$ cat src/rtl/rv32i_types.sv
// Shared types for the reorder-buffer commit controller.
package rv32i_types;

    typedef enum logic [1:0] {
        RUN,
        RECOVER,
        HALT
    } rob_ctrl_state_t;

    // Why a retired run ended early: normal cap, redirect, halt, or both.
    typedef enum logic [1:0] {
        STOP_NONE,
        STOP_FLUSH,
        STOP_HALT,
        STOP_HALT_FLUSH
    } rob_stop_t;

endpackage

$ cat src/rtl/rob_commit_count.sv
// Combinational run-length finder: counts consecutive ready entries from the head,
// capped by commit width and occupancy, ending inclusively at a mispredict or halt.
module rob_commit_count
    import rv32i_types::*;
#(
    parameter int size         = 8,
    parameter int commit_width = 2
) (
    input  logic [$clog2(size)-1:0]       front_tag,
    input  logic [$clog2(size):0]         occupancy,
    input  logic [size-1:0]               entry_rdy,
    input  logic [size-1:0]               entry_mispred,
    input  logic [size-1:0]               entry_halt,
    output logic [$clog2(commit_width):0] count,
    output rob_stop_t                     stop,
    output logic [$clog2(size)-1:0]       stop_tag
);
    localparam int TW = $clog2(size);
    localparam int CW = $clog2(commit_width) + 1;

    logic          alive;
    logic [TW-1:0] tag;

    // NOTE: every variable written here gets a default first, so no latch is inferred.
    always_comb begin
        count    = '0;
        stop     = STOP_NONE;
        stop_tag = '0;
        alive    = 1'b1;
        tag      = '0;
        for (int i = 0; i < commit_width; i++) begin
            tag = front_tag + TW'(i);
            if (alive && (i < int'(occupancy)) && entry_rdy[tag]) begin
                count = count + CW'(1);
                if (entry_mispred[tag] || entry_halt[tag]) begin
                    alive    = 1'b0;
                    stop_tag = tag;
                    if (entry_halt[tag])
                        stop = entry_mispred[tag] ? STOP_HALT_FLUSH : STOP_HALT;
                    else
                        stop = STOP_FLUSH;
                end
            end else begin
                alive = 1'b0;
            end
        end
    end

endmodule

$ cat src/rtl/rob_commit_ctrl.sv
// Reorder-buffer head/tail bookkeeping with in-order multi-entry retirement,
// mispredict redirect with a one-cycle recovery bubble, and halt detection.
module rob_commit_ctrl
    import rv32i_types::*;
#(
    parameter int size         = 8,
    parameter int commit_width = 2
) (
    input  logic                          clk,
    input  logic                          rst,
    input  logic                          enq,
    input  logic [size-1:0]               entry_rdy,
    input  logic [size-1:0]               entry_mispred,
    input  logic [size-1:0]               entry_halt,
    input  logic [31:0]                   entry_target [size],
    output logic                          commit,
    output logic [$clog2(commit_width):0] num_deq,
    output logic [$clog2(size)-1:0]       front_tag,
    output logic [$clog2(size)-1:0]       rear_tag,
    output logic                          full,
    output logic                          empty,
    output logic                          flush_valid,
    output logic [31:0]                   flush_pc,
    output logic                          halted,
    output logic                          overflow
);
    localparam int TW = $clog2(size);
    localparam int OW = TW + 1;
    localparam int CW = $clog2(commit_width) + 1;

    rob_ctrl_state_t state_q, state_d;
    logic [TW-1:0]   front_q, front_d, rear_q, rear_d;
    logic [OW-1:0]   occ_q, occ_d;
    logic            overflow_q, overflow_d;
    logic            enq_ok;

    logic [CW-1:0]   run_len;
    rob_stop_t       stop;
    logic [TW-1:0]   stop_tag;

    rob_commit_count #(
        .size         (size),
        .commit_width (commit_width)
    ) u_count (
        .front_tag     (front_q),
        .occupancy     (occ_q),
        .entry_rdy     (entry_rdy),
        .entry_mispred (entry_mispred),
        .entry_halt    (entry_halt),
        .count         (run_len),
        .stop          (stop),
        .stop_tag      (stop_tag)
    );

    assign full      = (occ_q == OW'(size));
    assign empty     = (occ_q == '0);
    assign front_tag = front_q;
    assign rear_tag  = rear_q;
    assign halted    = (state_q == HALT);
    assign overflow  = overflow_q;

    always_comb begin
        state_d     = state_q;
        front_d     = front_q;
        rear_d      = rear_q;
        occ_d       = occ_q;
        overflow_d  = overflow_q;
        enq_ok      = 1'b0;
        commit      = 1'b0;
        num_deq     = '0;
        flush_valid = 1'b0;
        flush_pc    = '0;
        if (!rst) begin
            // Dispatch keeps allocating outside the recovery bubble; a full ROB drops it.
            if (state_q != RECOVER) begin
                enq_ok = enq && !full;
                if (enq && full)
                    overflow_d = 1'b1;
            end
            if (state_q == RUN) begin
                num_deq     = run_len;
                commit      = (run_len != '0);
                flush_valid = (stop == STOP_FLUSH) || (stop == STOP_HALT_FLUSH);
                if (flush_valid)
                    flush_pc = entry_target[stop_tag];
            end
            front_d = front_q + TW'(num_deq);
            rear_d  = rear_q + TW'(enq_ok);
            occ_d   = occ_q + OW'(enq_ok) - OW'(num_deq);
            if (flush_valid) begin
                front_d = '0;
                rear_d  = '0;
                occ_d   = '0;
            end
            case (state_q)
                RUN: begin
                    if ((stop == STOP_HALT) || (stop == STOP_HALT_FLUSH))
                        state_d = HALT;
                    else if (flush_valid)
                        state_d = RECOVER;
                end
                RECOVER: state_d = RUN;
                HALT:    state_d = HALT;
                default: state_d = RUN;
            endcase
        end
    end

    // NOTE: sequential state uses non-blocking assignments only.
    always_ff @(posedge clk) begin
        if (rst) begin
            state_q    <= RUN;
            front_q    <= '0;
            rear_q     <= '0;
            occ_q      <= '0;
            overflow_q <= 1'b0;
        end else begin
            state_q    <= state_d;
            front_q    <= front_d;
            rear_q     <= rear_d;
            occ_q      <= occ_d;
            overflow_q <= overflow_d;
        end
    end

endmodule

$ cat config.mk
export PLATFORM = sky130hd
export DESIGN_NAME = rob_commit_ctrl
export DESIGN_NICKNAME = d
export VERILOG_FILES = /design/src/rtl/rv32i_types.sv /design/src/rtl/rob_commit_count.sv /design/src/rtl/rob_commit_ctrl.sv
export SDC_FILE = /design/constraint.sdc
export NUM_CORES = 1
export LEC_CHECK = 0
export BUFFER_PORTS_ARGS = -buffer_cell sky130_fd_sc_hd__buf_2
export CAP_MARGIN = 20
export CORE_AREA = 2 2 128 130
export CTS_CLUSTER_SIZE = 28
export DETAILED_ROUTE_END_ITERATION = 16
export DIE_AREA = 0 0 130 132
export GPL_ROUTABILITY_DRIVEN = 0
export GPL_TIMING_DRIVEN = 1
export HOLD_SLACK_MARGIN = 0.12
export PLACE_DENSITY = 0.61
export SKIP_CTS_REPAIR_TIMING = 1
export SYNTH_ARGS = -nofsm -noshare
export SYNTH_HDL_FRONTEND = slang
export SYNTH_SLANG_ARGS = --single-unit
export TNS_END_PERCENT = 100
$ cat constraint.sdc
create_clock -name clk -period 4.55 [get_ports clk]
set_clock_uncertainty 0.05 [all_clocks]
set_input_delay 0.6825 -clock clk [delete_from_list [all_inputs] [get_ports clk]]
set_output_delay 0.6825 -clock clk [all_outputs]
set_load 0.02 [all_outputs]
## Yosys cells after proc, flatten, opt, wreduce, memory -nomap -nowiden

Index checks and enable logic that the tools add are counted.
W data, S select, Z words.

- Add/subtract/negate cells: 6
- Order comparisons: 5
- Eq/ne operators: 7
- Muxes and demuxes: 47
- Bitwise logic cells: 1
- Reductions and logical operators: 15

Operators by type and width:

| kind | count |
|---|---|
| $mux W32 | 5 |
| $bmux W32 S3 | 1 |
| $mux W2 | 12 |
| $bmux W1 S3 | 6 |
| $mux W1 | 18 |
| $mux W3 | 4 |
| $lt A1 B4 Y1 const A | 2 |
| $lt A3 B4 Y1 const B | 2 |
| $eq A2 B2 Y1 const B | 3 |
| $logic_and A1 B1 Y1 | 5 |
| $add A4 B1 Y4 | 1 |
| $eq A4 B4 Y1 const B | 1 |
| $ge A4 B4 Y1 const B | 1 |
| $logic_not A4 Y1 | 1 |
| $logic_or A1 B1 Y1 | 4 |
| $not A3 Y4 | 1 |
| $pmux W2 S2 | 1 |
| $sub A4 B2 Y4 | 1 |
| $add A3 B1 Y3 | 1 |
| $add A3 B1 Y3 const B | 1 |
| $add A3 B2 Y3 | 1 |
| $ne A3 B1 Y1 const B | 1 |
| $add A2 B1 Y2 const B | 1 |
| $eq A2 B1 Y1 const B | 1 |
| 6 further kinds | 6 |

- Register bits: 13
- Input bits: 283
- Output and inout port bits: 46
- Word-level logic and storage cells: 86

## Longest topological paths before layout

- Depth in word-level cells: 15
- Mapped depth: 16
- Mapped depth without buffers: 15

## Hierarchy

Synthesis repeated with hierarchy kept, for this count alone.

- Cell total of the unflattened synthesis: 255
- Area total of the unflattened synthesis: 3,193.1 sq um

Modules (own cells, without submodules):

| module | instances | cells each | area each (sq um) | seq. area each (sq um) |
|---|---|---|---|---|
| rob_commit_ctrl | 1 | 194 | 2,575.0 | 260.2 |
| rob_commit_count | 1 | 61 | 618.1 | 0.0 |

## Least setup slack after synthesis

Ideal clock, no wire load.

- Kind: register to output
- Start: reg front_q[1], in the netlist front_tag[1]
- End: out flush_pc[21]
- Arrival: 3.067 ns
- Data required time: 3.818 ns
- Setup slack: 0.750 ns
- Cell stages (with the launch flop): 13
- Buffers on the path: 3
- Cell sequence: dfxtp_1 > ha_1 > buf_2 > mux4_2 > nand2_1 > a221o_1 > o41ai_1 > nand3_1 > inv_1 > and3_1 > buf_6 > buf_6 > a22o_1

- Word-level cells in the longest chain between the ends: 15
- Elaborated cells between the ends (all ways): 42
- Those cells by class: add/sub: 1; eq/ne: 2; mux: 32; bitwise: 1; reduce/logical: 6

RTL lines:

| element | line | text |
|---|---|---|
| start, declared | rob_commit_ctrl.sv:32 | `logic [TW-1:0] front_q, front_d, rear_q, rear_d;` |
| start signal, assigned | rob_commit_ctrl.sv:119 | `front_q <= front_d;` |
| branches (longest 12 deep; another with $add A3 B1 Y3) | - |  |
| $mux W32 * | rob_commit_ctrl.sv:84 | `if (flush_valid)` |
| $mux W32 * | rob_commit_ctrl.sv:80 | `if (state_q == RUN) begin` |
| $mux W32 * | rob_commit_ctrl.sv:73 | `if (!rst) begin` |
| end, declared | rob_commit_ctrl.sv:23 | `output logic [31:0] flush_pc,` |

Mark *: on every way between the ends. The select of a mux whose other input is x is not followed.

## Worst setup path after layout

- Start: reg front_q[1], in the netlist front_tag[1]
- End: out flush_pc[22]

The elaborated chain is that of the path after synthesis.

==> impl.org <==
** Route
- Vias per cell :: 4.64
- Post-route antenna net violation count :: 0
- After detailed routing, the number of remaining DRC violations is 0.
- In the final routed layout, each cell accounts on average for 15.5 um.
- Total via count in the routed design :: 4,384
- Number of DRC markers after the initial detailed-route iteration :: 154
- Wires add up to 14,600 um.
- The first detailed-routing pass took 4 iterations.

** Clock network
- Buffers from clock root to sink, at most :: 2
- TritonCTS clock tree :: built
- Buffer type at the clock tree root :: clkbuf_16
- TritonCTS Sinks :: 13
- Cts bufs inserted :: 3
- CTS clock-pin slew for the worst setup and hold paths :: 0.04 ns
- Worst-Skew Late Latency :: 0.24 ns
- CTS built an H-tree with a depth of 1.

** Pwr
- The share of total power dissipated in sequential elements is 12.4%.
- Combinational logic is responsible for 75.5% of the overall power.
- Per report_power, the clock group accounts for 12.2% of the total.
- Leak :: 2.52 nW
- In this run the power density over the cells is 237 nW/um^2.
- Summed over all nets, the switching power comes to 0.624 mW.
- Across the VDD grid, the largest voltage drop is 0.257 mV.
- Switching power share of the total :: 45.6%
- Cell internal power was estimated by the tool at 0.745 mW.

** Timing
- For the pin with the worst max-slew slack, the measured transition is 0.668 ns.
- Setup repair after global routing left no endpoint under its margin.
- F_max :: 231 MHz
- Final hold violation count :: 0
- Setup TNS Final :: 0 ns
- Setup violations remaining at the end of the flow were counted as 0.
- Number of pins with negative max-slew slack in the final report :: 0
- The clock period could shrink to 4.33 ns.
- Worst slew margin :: 54.3%
- After layout, the worst path uses 95.1% of the clock period.

** Critical path
- The worst setup path is captured at an output pin.
- CP Class :: reg2out
- Data on the critical path is required at its endpoint by 3.82 ns.
- The largest single stage delay on the critical path is 0.52 ns.
- Number of gates on the worst path with buffers counted :: 11
- The number of cells on the worst reg-to-reg path is 13.
- Arrival time reported for the critical path endpoint :: 3.59 ns
- Delay-heaviest family, CP :: compound AO/OA/AOI/OAI gates
- STA classifies the critical path startpoint as a flip-flop.
- The signal on the critical path passes through ha_1 > mux4_2 > nand2_1 > a221o_1 > o41ai_1 > nand3_1 > inv_1 > and3_1 > buf_4 > a22o_1 > buf_2.
- Among all stages on the critical path, the largest delay is contributed by o41ai_1.
- For flop-to-flop paths, the worst setup slack is 0.99 ns.
- Counting both buffers and inverters, the worst setup path holds a total of 3.
- Along the worst path, the maximum fanout reaches 15.

** Synthesis
- Number of different library cells in the post-synthesis netlist :: 45
- Sequential fraction of the synthesis area :: 6.77%
- Top cell type by total area after synthesis :: mux2i_1
- Fraction of registers with async set or reset after synthesis :: 0%
- Ranking of synthesized cells by area :: mux2i_1, a22o_1, buf_6
- Area share of the largest cell type after synthesis :: 52.1%
- Cell count after synthesis :: 407
- Avg Synthesized Cell Area :: 9.44 um^2
- Flop and latch count out of synthesis :: 13
- The number of nets handed over by synthesis was 703.
- For this run, the number of Yosys warnings is 0.
- Synthesized area :: 3840 um^2
- In the synthesized netlist the dominant register cell turns out to be dfxtp_1.
- EDFF count, synth :: 0

** Placement
- DP Area :: 5670 um^2
- Input and output buffers added on the ports amount to 328.
- Detailed placer's ending HPWL :: 12,600 um

** Global routing
- The number of antenna violations at the first check in global routing was 0.
- The first global-routing pass estimated 21,800 um of wire.
- The total overflow left after global routing is 0.
- Across every metal layer, demand over resource in global routing totals 15.7%.
- The number of global-route vias before repair is 4,410.
- Entering global routing, the biggest net connects 43 pins.

** Worst hold path
- Hold Path Stages :: 2
- The min-delay analysis places its worst path in the category reg2reg.

** Floorplan
- Y dimension of the die :: 132 um
- Initial core utilization :: 24.5%
- Placeable core region :: 15,700 um^2
- Row cnt :: 46
- Number of top-level pins :: 329
- X dimension of the die :: 130 um
- Floorplan die area :: 17,200 um^2

** Finish
- Leaving out fill and tap cells, the most frequent cells in the layout are buf_2, mux2i_1, a22o_1.
- Compared with the post-synthesis result, the final layout area differs by 50.3%.
- In the final design database the tool counted 1,026 nets.
- The number of antenna diodes in the final layout is 0.
- With fillers left out, the area of the finished cells amounts to 5780 um^2.
- Counting the fill cells in the layout gives 1,659.
- Share of post-route cells with drive strength above 1 :: 51.6%
- Most common cell after layout, fill and taps aside :: buf_2

** Run
- Number of violations of the max-capacitance limit :: 0

** Status
- The flow ran to the end, and the final reports show no timing, DRC or antenna violations.
through the flow:
step / hold WS (ns) / cells / power (mW) / setup WS, ns / utilization (%)
after floorplan: 0.431 / 407 / 0.899 / 0.750 / -
after global placement: 0.407 / 938 / 1.20 / 0.255 / 36.1
after detailed placement: 0.413 / 938 / 1.21 / 0.258 / 36.1
after CTS: 0.434 / 942 / 1.38 / 0.0417 / 36.6
after global routing: 0.444 / 945 / 1.50 / 0.0412 / 36.8
final: 0.431 / 945 / 1.37 / 0.225 / 36.8
cell usage after synthesis, types with 3 or more instances:
| master | instances |
|---|---|
| a31oi_1 | 3 |
| a22o_1 | 32 |
| inv_1 | 14 |
| nand3_1 | 6 |
| o21ai_0 | 3 |
| nor2b_1 | 4 |
| xor2_1 | 4 |
| nand2_1 | 10 |
| xnor2_1 | 3 |
| mux2i_1 | 200 |
| buf_6 | 24 |
| buf_2 | 5 |
| nor2_1 | 17 |
| mux4_2 | 6 |
| a21oi_1 | 5 |
| dfxtp_1 | 13 |
| and2_1 | 3 |
| ha_1 | 11 |
| buf_4 | 6 |
cell type report:
cell class / instances / area [um^2] / share of cell area [%]
clock buffers: 4 / 78.8 / 1.36
inverters: 16 / 60.1 / 1.04
multi-input cells: 341 / 3200 / 55.4
flip-flops and latches: 13 / 260 / 4.50
well taps: 216 / 270 / 4.68
repair buffers: 355 / 1910 / 33.0
worst paths after layout:
check               start           end
max          front_tag[1]  flush_pc[22]
min              overflow      overflow
max reg2reg  front_tag[0]      occ_q[2]
min reg2reg      overflow      overflow
sequential cells by signal, indices dropped and copies added (netlist names):
name / count
state_q: 2
occ_q: 4
rear_tag: 3
front_tag: 3
overflow: 1
power groups by stage:
| stage | Clock [mW] | Sequential, mW | Combinational [mW] |
|---|---|---|---|
| finish | 0.167 | 0.169 | 1.03 |
| floorplan | 0 | 0.180 | 0.720 |
| detailed placement | 0 | 0.170 | 1.04 |
| global placement | 0 | 0.168 | 1.04 |
| CTS | 0.171 | 0.169 | 1.04 |
| global route | 0.181 | 0.173 | 1.14 |
cells by family (layout without fill, tap and decap cells):
logic type | count (synthesis) | count (layout) | synth area share [%]
muxes | 209 | 209 | 56.8
AOI/OAI and AO/OA | 57 | 57 | 12.2
and+or+nand+nor | 55 | 55 | 7.45
buffers and inverters | 53 | 375 | 10.6
adders and majority gates | 13 | 13 | 4.62
DFF | 13 | 13 | 6.77
xor gates and xnor gates | 7 | 7 | 1.60
per-layer routing:
| layer | share of wire, % | vias to the layer above | GRT usage, % |
|---|---|---|---|
| met2 | 49 | 184 | 29.1 |
| met5 | 0 | - | 0 |
| met4 | 1.5 | 0 | 2.75 |
| li1 | - | 2191 | - |
| met1 | 42 | 1994 | 19.2 |
| met3 | 7.3 | 15 | 2.07 |
worst min-delay path, stage by stage (launching register included):
cell and delay (ns):
dfxtp_1 0.32, a21oi_1 0.04, nor2_1 0.08
Power figures use the tool's default switching activity.
